**src/rtl/fdc_phase_ctrl.sv**
```systemverilog
// Floppy controller command/execution/result phase sequencer.
// Decodes host MSR and data-port accesses and drives the execution engine.
module fdc_phase_ctrl #(
  parameter logic [19:0] MSR_ADDR  = 20'h003F4,
  parameter logic [19:0] DATA_ADDR = 20'h003F5
) (
  input  logic        clk,
  input  logic        rst,
  input  logic        ior_n,
  input  logic        iow_n,
  input  logic        aen,
  input  logic [19:0] a,
  input  logic [7:0]  din,
  output logic [7:0]  dout,
  output logic        dout_en,
  output logic        exec_start,
  output logic [4:0]  exec_cmd,
  output logic [71:0] cmd_buf,
  input  logic        exec_done,
  input  logic [55:0] res_in,
  output logic        irq6
);
  typedef enum logic [1:0] {S_CMD, S_EXEC, S_RES} state_e;

  localparam logic [4:0] C_READ  = 5'h06;
  localparam logic [4:0] C_WRITE = 5'h05;
  localparam logic [4:0] C_FMT   = 5'h0D;
  localparam logic [4:0] C_SEEK  = 5'h0F;
  localparam logic [4:0] C_SPEC  = 5'h03;
  localparam logic [4:0] C_RECAL = 5'h07;
  localparam logic [4:0] C_SENSE = 5'h08;

  state_e     state_q;
  logic       iow_q, ior_q, rsel_q;
  logic [7:0] cmd_q [9];
  logic [3:0] cidx_q;
  logic [7:0] res_q [8];
  logic [2:0] ridx_q, rlen_q;
  logic [7:0] st0_q, pcn_q;
  logic       ipend_q, irq_q, start_q, rclr_q;

  function automatic logic [3:0] cmd_len(input logic [4:0] c);
    case (c)
      C_READ, C_WRITE: cmd_len = 4'd9;
      C_FMT:           cmd_len = 4'd6;
      C_SEEK, C_SPEC:  cmd_len = 4'd3;
      C_RECAL:         cmd_len = 4'd2;
      default:         cmd_len = 4'd1;
    endcase
  endfunction

  function automatic logic is_rwf(input logic [4:0] c);
    is_rwf = (c == C_READ) || (c == C_WRITE) || (c == C_FMT);
  endfunction

  function automatic logic is_seek(input logic [4:0] c);
    is_seek = (c == C_SEEK) || (c == C_RECAL);
  endfunction

  logic       dsel, msel, wr_stb, pop, last;
  logic [4:0] code, cur;
  logic [7:0] msr;

  assign dsel   = !aen && (a == DATA_ADDR);
  assign msel   = !aen && (a == MSR_ADDR);
  assign wr_stb = dsel && !iow_n && iow_q;
  // rsel_q holds the decode from the cycle before ior_n rose
  assign pop    = ior_n && !ior_q && rsel_q;
  assign cur    = cmd_q[0][4:0];
  assign code   = (cidx_q == 4'd0) ? din[4:0] : cur;
  assign last   = (cidx_q + 4'd1) == cmd_len(code);

  always_comb begin
    msr = 8'h80;
    case (state_q)
      S_CMD:   msr = (cidx_q == 4'd0) ? 8'h80 : 8'h90;
      S_EXEC:  msr = 8'h10;
      S_RES:   msr = 8'hD0;
      default: msr = 8'h80;
    endcase
  end

  always_comb begin
    dout = 8'hFF;
    if (msel)
      dout = msr;
    else if (dsel && state_q == S_RES)
      dout = res_q[ridx_q];
  end

  assign dout_en    = !ior_n && (msel || dsel);
  assign exec_start = start_q;
  assign exec_cmd   = cur;
  assign irq6       = irq_q;

  for (genvar k = 0; k < 9; k++) begin : g_cb
    assign cmd_buf[8*k +: 8] = cmd_q[k];
  end

  always_ff @(posedge clk) begin
    if (rst) begin
      state_q <= S_CMD;
      iow_q   <= 1'b1;
      ior_q   <= 1'b1;
      rsel_q  <= 1'b0;
      for (int k = 0; k < 9; k++) cmd_q[k] <= '0;
      for (int k = 0; k < 8; k++) res_q[k] <= '0;
      cidx_q  <= '0;
      ridx_q  <= '0;
      rlen_q  <= '0;
      st0_q   <= '0;
      pcn_q   <= '0;
      ipend_q <= 1'b0;
      irq_q   <= 1'b0;
      start_q <= 1'b0;
      rclr_q  <= 1'b0;
    end else begin
      iow_q   <= iow_n;
      ior_q   <= ior_n;
      rsel_q  <= dsel;
      start_q <= 1'b0;
      unique case (state_q)
        S_CMD: if (wr_stb) begin
          cmd_q[cidx_q] <= din;
          cidx_q <= cidx_q + 4'd1;
          if (last) begin
            cidx_q <= '0;
            ridx_q <= '0;
            if (is_rwf(code) || is_seek(code)) begin
              state_q <= S_EXEC;
              start_q <= 1'b1;
            end else if (code != C_SPEC) begin
              state_q  <= S_RES;
              rlen_q   <= 3'd1;
              res_q[0] <= 8'h80;
              if (code == C_SENSE && ipend_q) begin
                res_q[0] <= st0_q;
                res_q[1] <= pcn_q;
                rlen_q   <= 3'd2;
                ipend_q  <= 1'b0;
                irq_q    <= 1'b0;
              end
            end
          end
        end
        S_EXEC: if (exec_done) begin
          ridx_q <= '0;
          irq_q  <= 1'b1;
          if (is_rwf(cur)) begin
            for (int k = 0; k < 7; k++) res_q[k] <= res_in[55-8*k -: 8];
            rlen_q  <= 3'd7;
            rclr_q  <= 1'b1;
            state_q <= S_RES;
          end else begin
            st0_q   <= res_in[55:48];
            pcn_q   <= res_in[31:24];
            ipend_q <= 1'b1;
            state_q <= S_CMD;
          end
        end
        S_RES: if (pop) begin
          ridx_q <= ridx_q + 3'd1;
          if (rclr_q) begin
            irq_q  <= 1'b0;
            rclr_q <= 1'b0;
          end
          if (ridx_q + 3'd1 == rlen_q) begin
            state_q <= S_CMD;
            ridx_q  <= '0;
          end
        end
        default: state_q <= S_CMD;
      endcase
    end
  end
endmodule

```
**config.mk**
```make
export PLATFORM = sky130hd
export DESIGN_NAME = fdc_phase_ctrl
export DESIGN_NICKNAME = d
export VERILOG_FILES = /design/src/rtl/fdc_phase_ctrl.sv
export SDC_FILE = /design/constraint.sdc
export NUM_CORES = 1
export LEC_CHECK = 0
export BUFFER_PORTS_ARGS = -buffer_cell sky130_fd_sc_hd__buf_2
export CORE_MARGIN = 2
export CORE_UTILIZATION = 45
export CTS_CLUSTER_DIAMETER = 30
export DETAILED_ROUTE_END_ITERATION = 7
export PLACE_DENSITY = 0.69
export SYNTH_ARGS = -nofsm -noshare
export SYNTH_HDL_FRONTEND = slang
export SYNTH_SLANG_ARGS = --single-unit
```
**constraint.sdc**
```tcl
create_clock -name clk -period 5.1 [get_ports clk]
set_clock_uncertainty 0.15 [all_clocks]
set_input_delay 0.51 -clock clk [delete_from_list [all_inputs] [get_ports clk]]
set_output_delay 0.51 -clock clk [all_outputs]
set_load 0.005 [all_outputs]
```
==> flow_summary_export.csv <==
group,metric,value,unit
status,outcome,"completed",
clocking,cts_max_level,4,
synth,yosysWarnings,0,
final_layout,fillers,1433,
floorplan,core-area,16700,um^2
worst_setup_path,cpPeakStageDelay,0.71,ns
synth,synth_edf_count,128,
worst_setup_path,path_delay_family,"simple AND/OR/NAND/NOR gates",
detailed_routing,first_pass_iters,5,
placed_design,io_buffers,177,
placed_design,place_inst,1034,
grt,antenna_found_initial,0,
floorplan,initial_core_util,0.4622,
timing,setup_viol,0,
floorplan,die_area,18220,um^2
timing,finalCritPeriodShare,0.7554,
clocking,clock_path_buffers,2,
power,power_density,318.2,nW/um^2
power,irDropWorstVdd,246.3,uV
worst_setup_path,arrival,3.99,ns
worst_setup_path,critical_path_class,"register to register",
detailed_routing,wl,18150,um
timing,tns,0,ns
power,power_frac_seq,0.508,
placed_design,dp_hpwl,12690,um
power,p_leak,3.684,nW
synth,synth_nets,768,
final_layout,n_antenna_cell,0,
worst_setup_path,crit_chain,"inv_1, ha_1, nor3b_2, o2111ai_1, and3_4, nor4_4, nand4_2, nor3_2, a22o_1",
clocking,cts_resized,0,
floorplan,die_y,135.0,um
power,clockPowerShare,0.433,
floorplan,io_pins,178,
synth,synth.avg_cell_area,11.56,um^2
detailed_routing,wl_per_cell,17.03,um
final_layout,drive_gt1_frac,0.2908,
detailed_routing,drcViolationCount,0,
grt,grt_max_degree,50,
timing,hold_viol_final,0,
grt,grt_pass1_wl,28590,um
worst_setup_path,crit_slowest_cell,"nor3b_2",
final_layout,multi_input_area,2883,um^2
clocking,cts_sinks,166,
final_layout,nets,933,
timing,maxClockFrequency,0.2596,GHz
clocking,post_cts_buffers,0,
synth,synthFlopType,"edfxtp_1",
final_layout,syn2layout_area_growth,21.35,%
detailed_routing,via_per_inst,5.284,
final_layout,mostFrequentLayoutCells,"buf_2 (177), edfxtp_1 (128), and2_1 (98), nand2_1 (70), a21oi_1 (48)",
timing,slew_headroom,0.2051,
worst_setup_path,worst-path-buf-inv,1,
synth,synth_cells,668,
worst_setup_path,cp_max_fo,17,
worst_setup_path,required,5.24,ns
detailed_routing,dr_total_vias,5633,
final_layout,fin_cells,1066,
synth,ys_ff_latch,166,
power,p_switching,0.6771,mW
clocking,clk_pin_slew,0.07,ns
clocking,hold_buffers,0,
power,total_power,2.981,mW
synth,synth_area,7720,um^2
final_layout,regArea,4604,um^2
power,intPower,2.304,mW
grt,track_usage,0.2065,
clocking,cts_tree,"yes",
timing,grt_setup_unrepaired,"false",
detailed_routing,drt-initial-drc-count,353,
timing,worst_pin_slew,1.180,ns
placed_design,place_congestion,0.8120,
clocking,clk_latency,0.42,ns
final_layout,final_common_cell,"buf_2",
grt,grt_overflow,0,
grt,first_global_vias,5474,
clocking,cts_made_buffers,17,
timing,fin_crit,3.852,ns
synth,async_reset_ff_frac,0,
worst_setup_path,startpoint_type,"register",
floorplan,fp.dieW,135.0,um
run,cap_violations,0,
hold_path,hold_path_class,"primary input to register",
floorplan,rows,47,
power,pwr-share-comb,0.059,
clocking,root_buffer,"clkbuf_16",
power,p_sw_frac,0.2271,
timing,final_max_slew_viol_count,0,
detailed_routing,detail-route-antenna-nets,0,
worst_setup_path,cp-end-kind,"register",
synth,ys_types,64,
synth,ys_seq_area_frac,0.5964,
## power by group through the flow
stage / registers [mW] / clock network (mW) / logic (mW)
finish: 1.51 / 1.29 / 0.176
floorplan: 1.54 / 0 / 0.0754
global route: 1.52 / 1.37 / 0.193
detailed placement: 1.54 / 0 / 0.177
CTS: 1.51 / 1.31 / 0.177
global placement: 1.54 / 0 / 0.176
## metal layers
layer	routed length [um]	track usage	part of all wire
met1	8114	0.2827	0.45
met2	8680	0.3316	0.48
met3	1072	0.04129	0.059
met4	284	0.06887	0.016
met5	0	0	0
## cells in the mapped netlist (all sizes together) (5+ instances only)
cell / number / area share
and3: 14 / 0.012
xor2: 5 / 0.0057
ha: 10 / 0.016
edfxtp: 128 / 0.50
mux2i: 9 / 0.012
o31ai: 6 / 0.0058
and2: 98 / 0.079
nor2b: 15 / 0.012
nor3: 10 / 0.0084
o21ai: 20 / 0.013
buf: 11 / 0.0096
dfxtp: 38 / 0.099
nor2: 29 / 0.014
mux4: 8 / 0.023
nand2b: 5 / 0.0041
inv: 14 / 0.0068
a31oi: 6 / 0.0057
or3: 5 / 0.0041
nand3: 7 / 0.0045
a21oi: 48 / 0.031
nor4: 6 / 0.0068
or2: 11 / 0.0089
clkbuf: 29 / 0.014
nand4: 7 / 0.0065
a22o: 11 / 0.012
nand2: 70 / 0.034
## registers in the layout (all words and copies together), names as in the netlist, named ones only
signal and flops:
ipend_q 1, ior_q 1, res_q 56, state_q 2, rsel_q 1, cidx_q 4
cmd_q 72, st0_q 8, ridx_q 3, pcn_q 8, exec_start 1, rclr_q 1
rlen_q 3, irq6 1, iow_q 1
## kinds of logic (layout without fill, tap and decap cells)
group / Yosys count / count (layout) / synth area share
AOI/OAI and AO/OA: 109 / 109 / 0.08801
muxes: 17 / 17 / 0.03501
DFF: 166 / 166 / 0.5964
xor gates and xnor gates: 9 / 9 / 0.01021
buffers and inverters: 55 / 233 / 0.03096
and+or+nand+nor: 302 / 302 / 0.2232
adders and majority gates: 10 / 10 / 0.01621
## final cells by class
| class | count | share of cell area |
|---|---|---|
| repair buffers | 186 | 0.1018 |
| clock buffers | 17 | 0.04541 |
| well taps | 220 | 0.02938 |
| multi-input cells | 447 | 0.3077 |
| clock inverters | 15 | 0.01816 |
| flip-flops and latches | 166 | 0.4915 |
| inverters | 15 | 0.006010 |
## per-stage QoR
stage / setup slack (ns) / area (um^2) / util / hold slack [ns]
3_3_place_gp: 1.428 / 8772 / 0.5252 / 0.2925
2_1_floorplan: 1.702 / 7720 / - / 0.2860
3_5_place_dp: 1.295 / 8772 / 0.5252 / 0.2975
6_report: 1.248 / 9368 / 0.5609 / 0.1455
4_1_cts: 1.279 / 9368 / 0.5609 / 0.1316
5_1_grt: 0.8801 / 9368 / 0.5609 / 0.1479
## path summary, 6_finish.rpt
check,slack [ns],startpoint,end,cells after the start
worst max-delay path,1.25,cidx_q[0],res_q[0][4],9
worst min-delay path,0.15,iow_n,iow_q,2
worst max register to register,1.25,cidx_q[0],res_q[0][4],9
worst min register to register,0.31,st0_q[2],st0_q[2],2
Note: power is estimated with default switching activity, not from simulation.
